<file path="src/rtl/baggage_tag_tx.sv">
// ---------------------------------------------------------------------------
// baggage_tag_tx
// Serial transmitter for baggage data frames. Accepts one DATA_W-bit word per
// valid/ready handshake, appends a parity bit and shifts the frame out on a
// single line that idles high.
//
// Frame on tx_serial: start(0), DATA_W data bits LSB first, parity, stop(1).
// Each bit is held CLKS_PER_BIT cycles.
//
// Handshake: a word is accepted on a rising edge where tx_valid && tx_ready
// are both high. tx_ready is high only in IDLE; tx_valid while tx_ready is
// low is ignored (nothing is queued), and tx_data is only sampled on accept.
//
// Ports:
//   clk          in   1       rising-edge clock
//   reset        in   1       synchronous, active-high; wins over everything
//   tx_valid     in   1       upstream offers a word on tx_data
//   tx_data      in   DATA_W  baggage word
//   tx_ready     out  1       block can accept a word this cycle
//   tx_serial    out  1       serial line, idles high
//   busy         out  1       frame in progress
//   frame_done   out  1       one-cycle pulse on the final stop-bit cycle
//   frame_count  out  4       completed frames, modulo 16
//   dbg_state    out  3       current FSM state (for checkers/debug)
// ---------------------------------------------------------------------------
module baggage_tag_tx #(
    parameter int DATA_W       = 8,
    parameter int CLKS_PER_BIT = 4,
    parameter int PARITY_ODD   = 0
) (
    input  logic              clk,
    input  logic              reset,
    input  logic              tx_valid,
    input  logic [DATA_W-1:0] tx_data,
    output logic              tx_ready,
    output logic              tx_serial,
    output logic              busy,
    output logic              frame_done,
    output logic [3:0]        frame_count,
    output logic [2:0]        dbg_state
);

    localparam int TW = $clog2(CLKS_PER_BIT + 1);
    localparam int IW = (DATA_W > 1) ? $clog2(DATA_W) : 1;
    localparam logic [TW-1:0] TIMER_MAX = TW'(CLKS_PER_BIT - 1);
    localparam logic [IW-1:0] IDX_MAX   = IW'(DATA_W - 1);
    localparam logic          ODD_BIT   = (PARITY_ODD != 0);

    typedef enum logic [2:0] {
        S_IDLE   = 3'd0,
        S_START  = 3'd1,
        S_DATA   = 3'd2,
        S_PARITY = 3'd3,
        S_STOP   = 3'd4
    } state_t;

    state_t            state_q, state_d;
    logic [TW-1:0]     timer_q, timer_d;
    logic [IW-1:0]     idx_q, idx_d;
    logic [DATA_W-1:0] data_q, data_d;

    logic              tx_ready_q, tx_ready_d;
    logic              tx_serial_q, tx_serial_d;
    logic              busy_q, busy_d;
    logic              frame_done_q, frame_done_d;
    logic [3:0]        frame_count_q, frame_count_d;

    logic              bit_end;

    // Next-state logic. Outputs are derived from the *next* state so that the
    // registered outputs line up with the state they describe (e.g. the line
    // drops to 0 on the first cycle after accept).
    always_comb begin
        state_d = state_q;
        timer_d = timer_q;
        idx_d   = idx_q;
        data_d  = data_q;
        bit_end = (timer_q == TIMER_MAX);

        // Bit timer free-runs 0..CLKS_PER_BIT-1 while a frame is in flight.
        if (state_q != S_IDLE) begin
            timer_d = bit_end ? '0 : timer_q + TW'(1);
        end

        case (state_q)
            S_IDLE: begin
                if (tx_valid && tx_ready_q) begin
                    data_d  = tx_data;
                    state_d = S_START;
                    timer_d = '0;
                    idx_d   = '0;
                end
            end
            S_START: begin
                if (bit_end) state_d = S_DATA;
            end
            S_DATA: begin
                if (bit_end) begin
                    if (idx_q == IDX_MAX) state_d = S_PARITY;
                    else                  idx_d   = idx_q + IW'(1);
                end
            end
            S_PARITY: begin
                if (bit_end) state_d = S_STOP;
            end
            S_STOP: begin
                if (bit_end) state_d = S_IDLE;
            end
            default: state_d = S_IDLE;
        endcase

        tx_ready_d    = (state_d == S_IDLE);
        busy_d        = (state_d != S_IDLE);
        // Final stop-bit cycle: the counter steps in the same cycle as the pulse.
        frame_done_d  = (state_d == S_STOP) && (timer_d == TIMER_MAX);
        frame_count_d = frame_count_q + {3'b000, frame_done_d};

        case (state_d)
            S_START:  tx_serial_d = 1'b0;
            S_DATA:   tx_serial_d = data_d[idx_d];
            S_PARITY: tx_serial_d = (^data_d) ^ ODD_BIT;
            default:  tx_serial_d = 1'b1;
        endcase
    end

    always_ff @(posedge clk) begin
        if (reset) begin
            state_q       <= S_IDLE;
            timer_q       <= '0;
            idx_q         <= '0;
            data_q        <= '0;
            tx_ready_q    <= 1'b1;
            tx_serial_q   <= 1'b1;
            busy_q        <= 1'b0;
            frame_done_q  <= 1'b0;
            frame_count_q <= 4'd0;
        end else begin
            state_q       <= state_d;
            timer_q       <= timer_d;
            idx_q         <= idx_d;
            data_q        <= data_d;
            tx_ready_q    <= tx_ready_d;
            tx_serial_q   <= tx_serial_d;
            busy_q        <= busy_d;
            frame_done_q  <= frame_done_d;
            frame_count_q <= frame_count_d;
        end
    end

    assign tx_ready    = tx_ready_q;
    assign tx_serial   = tx_serial_q;
    assign busy        = busy_q;
    assign frame_done  = frame_done_q;
    assign frame_count = frame_count_q;
    assign dbg_state   = state_q;

endmodule

</file>
<file path="config.mk">
export PLATFORM = sky130hd
export DESIGN_NAME = baggage_tag_tx
export DESIGN_NICKNAME = d
export VERILOG_FILES = /design/src/rtl/baggage_tag_tx.sv
export SDC_FILE = /design/constraint.sdc
export NUM_CORES = 1
export LEC_CHECK = 0
export CAP_MARGIN = 20
export CORE_MARGIN = 2
export CORE_UTILIZATION = 40
export CTS_CLUSTER_DIAMETER = 80
export DETAILED_ROUTE_END_ITERATION = 8
export HOLD_SLACK_MARGIN = 0.08
export PLACE_DENSITY = 0.66
export SYNTH_ARGS = -nofsm -noshare
export SYNTH_HDL_FRONTEND = slang
export SYNTH_SLANG_ARGS = --single-unit
export TNS_END_PERCENT = 20
</file>
<file path="constraint.sdc">
create_clock -name clk -period 2 [get_ports clk]
set_clock_uncertainty 0.1 [all_clocks]
set_input_delay 0.2 -clock clk [delete_from_list [all_inputs] [get_ports clk]]
set_output_delay 0.2 -clock clk [all_outputs]
set_load 0.01 [all_outputs]
</file>
### Yosys cells after proc, flatten, opt, wreduce, memory -nomap -nowiden

Index checks and enable logic that the tools add are counted.

* flip-flop bits (word level): 25
* latch bits: 0
* memory bits (writable): 0
* ROM bits: 0
* bits of input ports: 11
* output and inout port bits: 11
* word-level logic and storage cells: 51
* memories: 0

* $add $sub $neg: 3
* $mul: 0
* divide/modulo/power cells: 0
* order comparisons: 1
* equality and inequality tests: 11
* shifts and indexed selects: 0
* multiplexer cells: 20
* bitwise operators: 0
* reductions and logical operators: 7

Operator list (count)
* $mux W3: 13
* $eq A3 B2 Y1 const B: 6
* $mux W8: 2
* $pmux W3 S5: 1
* $eq A3 B3 Y1 const B: 3
* $reduce_xor A8 Y1: 1
* $add A3 B1 Y3 const B: 2
* $eq A3 B1 Y1 const B: 2
* $logic_not A3 Y1: 2
* $pmux W3 S2: 1
* $reduce_bool A3 Y1: 2
* $add A4 B1 Y4: 1
* $lt A3 B4 Y1 const B: 1
* $bmux W1 S3: 1
* $pmux W1 S3: 1
* $logic_and A1 B1 Y1: 2
* $mux W1: 1

### Logic depth before layout (Yosys ltp)

* depth in word-level cells: 8
* gate-level depth with buffers: 10
* mapped depth without buffers: 10

### Least setup slack after synthesis

No wires, ideal clock.

* path kind: register to register
* from: register state_q[1] (netlist: dbg_state[1])
* to: register frame_count_q[1] (netlist: frame_count[1])
* library setup time: 0.128 ns
* arrival time: 1.833 ns
* required time: 1.772 ns
* slack: -0.061 ns
* cell stages (with the launch flop): 9
* buffers on the path: 0
* clock period less this slack: 2.061 ns
* cell sequence: dfxtp_1 > or3_4 > a21oi_1 > nor2_1 > a31oi_1 > nor3_1 > ha_1 > ha_1 > nor2b_1

* longest elaborated chain between the ends: 7
* elaborated cells on any way between the ends: 20
* classes of those cells: add/sub (1); eq/ne (6); mux (10); reduce/logical (3)

RTL lines
* start, declared: RTL line 57 `state_t state_q, state_d;`
* start signal, assigned: RTL line 138 `state_q <= state_d;`
* $reduce_bool A3 Y1: RTL line 81 `if (state_q != S_IDLE) begin`
* $mux W3: RTL line 81
* $mux W3: RTL line 87 `if (tx_valid && tx_ready_q) begin`
* $mux W3: RTL line 85 `case (state_q)`
* $eq A3 B2 Y1: RTL line 115 `frame_done_d = (state_d == S_STOP) && (timer_d == TIMER_MAX);`
* $logic_and A1 B1 Y1 (*): RTL line 115
* via frame_done_d: RTL line 65 `logic frame_done_q, frame_done_d;`
* $add A4 B1 Y4 (*): RTL line 116 `frame_count_d = frame_count_q + {3'b000, frame_done_d};`
* via frame_count_d[1]: RTL line 66 `logic [3:0] frame_count_q, frame_count_d;`
* end signal, assigned: RTL line 146 `frame_count_q <= frame_count_d;`
* end, declared: RTL line 66

Mark *: on every way through the listed nets, which the timed path passes. The rest lies on a longest branch.
A chain may end at the register's enable or synchronous reset.

### Final worst setup path

Same ends and word-level chain as after synthesis.

==> flow_metrics.env <==
export IMPL_finalHoldViolCount=0
export IMPL_wl_per_cell_um=13.3
export IMPL_crit_path_max_fanout=4
export IMPL_setup_violations=4
export IMPL_power_density_mw_per_mm2=595
export IMPL_cts_buffers=3
export IMPL_overflow=0
export IMPL_syn_area_per_cell_um2=8.78
export IMPL_fmax_mhz=486
export IMPL_die_area_mm2=0.00360
export IMPL_finalMaxSlewViolations=0
export IMPL_postRouteAntennaNets=0
export IMPL_regArea_um2=503
export IMPL_viasPerCell=5.13
export IMPL_rsz0062_at_grt="true"
export IMPL_slowest_delay_ps=360
export IMPL_vias=1159
export IMPL_drt_pass1_iter_count=4
export IMPL_rows=20
export IMPL_multi_input_area_um2=811
export IMPL_antenna_found_initial=0
export IMPL_violations="setup timing"
export IMPL_cts_tree="yes"
export IMPL_final_nets=198
export IMPL_drcViolationCount=0
export IMPL_track_usage_pct=18.4
export IMPL_timing_setup_tns_ps=-129
export IMPL_dpl_worst_slack_ps=-196
export IMPL_tightest_slew_ps=475
export IMPL_arrival_ps=2190
export IMPL_start_kind="flip-flop"
export IMPL_cts_max_path_buffers=2
export IMPL_chipWidth_um=60.0
export IMPL_fp_coreArea_mm2=0.00303
export IMPL_grt_max_degree=15
export IMPL_syn2layout_area_growth_pct=40.4
export IMPL_p_leak_nw=0.647
export IMPL_synth_cell_types=38
export IMPL_wirelength_um=3010
export IMPL_hold_worst_slack_ps=358
export IMPL_synthesis_nets=158
export IMPL_die_h_um=60.0
export IMPL_path_clk_slew_ps=140
export IMPL_pin_count=22
export IMPL_clock_root_buffer="clkbuf_4"
export IMPL_path_cells="buf_12, nor3_4, and3_4, a21oi_4, nor2_2, a31oi_1, nor3_1, ha_2, ha_4, nor2b_4"
export IMPL_hold_buffers=0
export IMPL_worstSetupPathType="flip-flop to flip-flop"
export IMPL_internal_power_mw=0.741
export IMPL_fillers=264
export IMPL_portBuffers=21
export IMPL_placedInstanceArea_mm2=0.00163
export IMPL_outcome="finished, violations left"
export IMPL_combPwrFrac_pct=26.3
export IMPL_p_switching_mw=0.306
export IMPL_p_seq_share_pct=51.6
export IMPL_stdcell_area_mm2=0.00176
export IMPL_finalWorstSetupSlack_ps=-58.8
export IMPL_dp_hpwl_um=2220
export IMPL_clock_sinks=25
export IMPL_ys_warnings_count=0
export IMPL_drv_cap=0
export IMPL_cts_max_level=1
export IMPL_grt_pass1_vias=1097
export IMPL_period_share_pct=103
export IMPL_start_util_pct=41.4
export IMPL_drt_iter0_markers=40
export IMPL_critPathSlowestCell="dfxtp_2"
export IMPL_drive_gt1_share_pct=24.7
export IMPL_clkPwrFrac_pct=22.1
export IMPL_insertedDiodeCount=0
export IMPL_synth_seq_cells=25
export IMPL_ir_worst_vdd_v=0.000257
export IMPL_switching_share_pct=29.2
export IMPL_synthCells=143
export IMPL_crit_required_ps=2140
export IMPL_grt_pass1_wl_um=4950
export IMPL_place_gp_congestion=0.830
export IMPL_clock_latency_ps=320
export IMPL_ys_seq_area_share_pct=39.9
export IMPL_cp_end_kind="flip-flop"
export IMPL_fin_crit_ps=2060
export IMPL_holdCritPathClass="primary input to flip-flop"
export IMPL_slew_headroom_pct=68.2
export IMPL_netlist_area_mm2=0.00125
## flip-flops by register name, indices dropped and copies added (netlist names)
signal,cells
timer_q,3
dbg_state,3
frame_done,1
tx_ready,1
data_q,8
busy,1
frame_count,4
tx_serial,1
idx_q,3
## cell families (layout without fill, tap and decap cells)
logic type,Yosys count,in the layout,synth area share (%)
AOI/OAI and AO/OA,34,34,17.4
xor gates and xnor gates,17,17,11.9
and+or+nand+nor,57,57,24.8
adders and majority gates,4,4,3.99
buffers and inverters,6,45,1.99
DFF,25,25,39.9
## worst max-delay path, delay by kind of cell (launching register included)
| family | cells | cell delay [ps] |
|---|---|---|
| flops | 1 | 360 |
| buf+inv | 1 | 130 |
| compound gates | 2 | 90 |
| simple gates | 5 | 810 |
| fa+ha+maj | 2 | 470 |
## stage by stage
| step | instances | utilization, % | power, mW |
|---|---|---|---|
| floorplan | 143 | - | 0.702 |
| global placement | 219 | 54.0 | 0.798 |
| detailed placement | 219 | 54.0 | 0.804 |
| CTS | 225 | 55.7 | 1.04 |
| global route | 226 | 58.2 | 1.11 |
| finish | 226 | 58.2 | 1.05 |
## power groups by stage
stage / clock network [mW] / logic [mW] / registers, mW
2_1_floorplan: 0 / 0.149 / 0.553
3_3_place_gp: 0 / 0.249 / 0.549
3_5_place_dp: 0 / 0.254 / 0.550
4_1_cts: 0.236 / 0.266 / 0.539
5_1_grt: 0.265 / 0.302 / 0.544
6_report: 0.231 / 0.276 / 0.541
## what timing repair did
action,CTS,global route
pin swaps,3,7
resized for setup,3,10
setup endpoints to repair,4,6
buffers inserted,2,1
cloned,0,0
## path summary, 6_finish.rpt
kind / start / endpoint / depth (start not counted) / slack (ps)
hold reg to reg: data_q[0] / data_q[0] / 2 / 400
setup reg to reg: dbg_state[1] / frame_count[1] / 10 / -60
hold / removal: tx_data[5] / data_q[5] / 3 / 360
setup / recovery: dbg_state[1] / frame_count[1] / 10 / -60
## cells in the final DEF (no fill, tap or decap), drive strengths merged, types with 2 or more instances in the layout
cell | synthesis | layout
clkbuf | 2 | 3
nor2 | 11 | 11
o211ai | 2 | 2
o21ai | 4 | 4
o221ai | 2 | 2
or3 | 2 | 2
nor3 | 6 | 6
buf | 2 | 18
ha | 4 | 4
dfxtp | 25 | 25
xor2 | 2 | 2
o22ai | 2 | 2
nand2 | 20 | 20
xnor2 | 15 | 15
clkdlybuf4s50 | 0 | 21
nand3 | 4 | 4
a21oi | 16 | 16
nor2b | 5 | 5
inv | 2 | 2
a31oi | 2 | 2
and3 | 2 | 2
## layer usage
| metal | GRT usage [%] | wire length (um) |
|---|---|---|
| met1 | 24.4 | 1390 |
| met2 | 30.1 | 1510 |
| met3 | 2.81 | 81 |
| met4 | 6.67 | 31 |
| met5 | 0 | 0 |
## final cells by class
cell class | instances | share of cell area [%]
inverter | 2 | 0.426
timing repair buffer | 39 | 20.3
tap | 44 | 3.12
multi-input combinational | 112 | 46.0
sequential | 25 | 28.6
clock buffer | 3 | 1.28
clock inverter | 1 | 0.284
## synth_stat cells
library cell,n,share of area (%)
a2111oi_0,1,0.70
a211o_1,1,0.70
a21bo_2,1,0.80
a21oi_1,16,6.4
a221o_1,1,0.80
a31o_2,1,0.70
a31oi_1,2,1.0
a32oi_1,1,0.70
and2_4,1,0.70
and2b_1,1,0.60
and3_1,2,1.0
and4_4,1,0.90
and4bb_4,1,1.3
buf_2,2,0.80
clkbuf_1,2,0.60
dfxtp_1,25,40
ha_1,4,4.0
inv_1,2,0.60
nand2_1,20,6.0
nand2b_1,1,0.50
nand3_1,4,1.6
nand3b_1,1,0.60
nor2_1,10,3.0
nor2_4,1,0.90
nor2b_1,4,2.0
nor2b_4,1,1.1
nor3_1,5,2.0
nor3_2,1,0.80
nor4_1,1,0.50
o211ai_1,2,1.2
o21ai_0,4,1.6
o221ai_1,1,0.70
o221ai_2,1,1.2
o22ai_1,2,1.0
or3_1,1,0.50
or3_4,1,0.90
xnor2_1,15,10
xor2_1,2,1.4
Note: power is estimated with default switching activity, not from simulation.
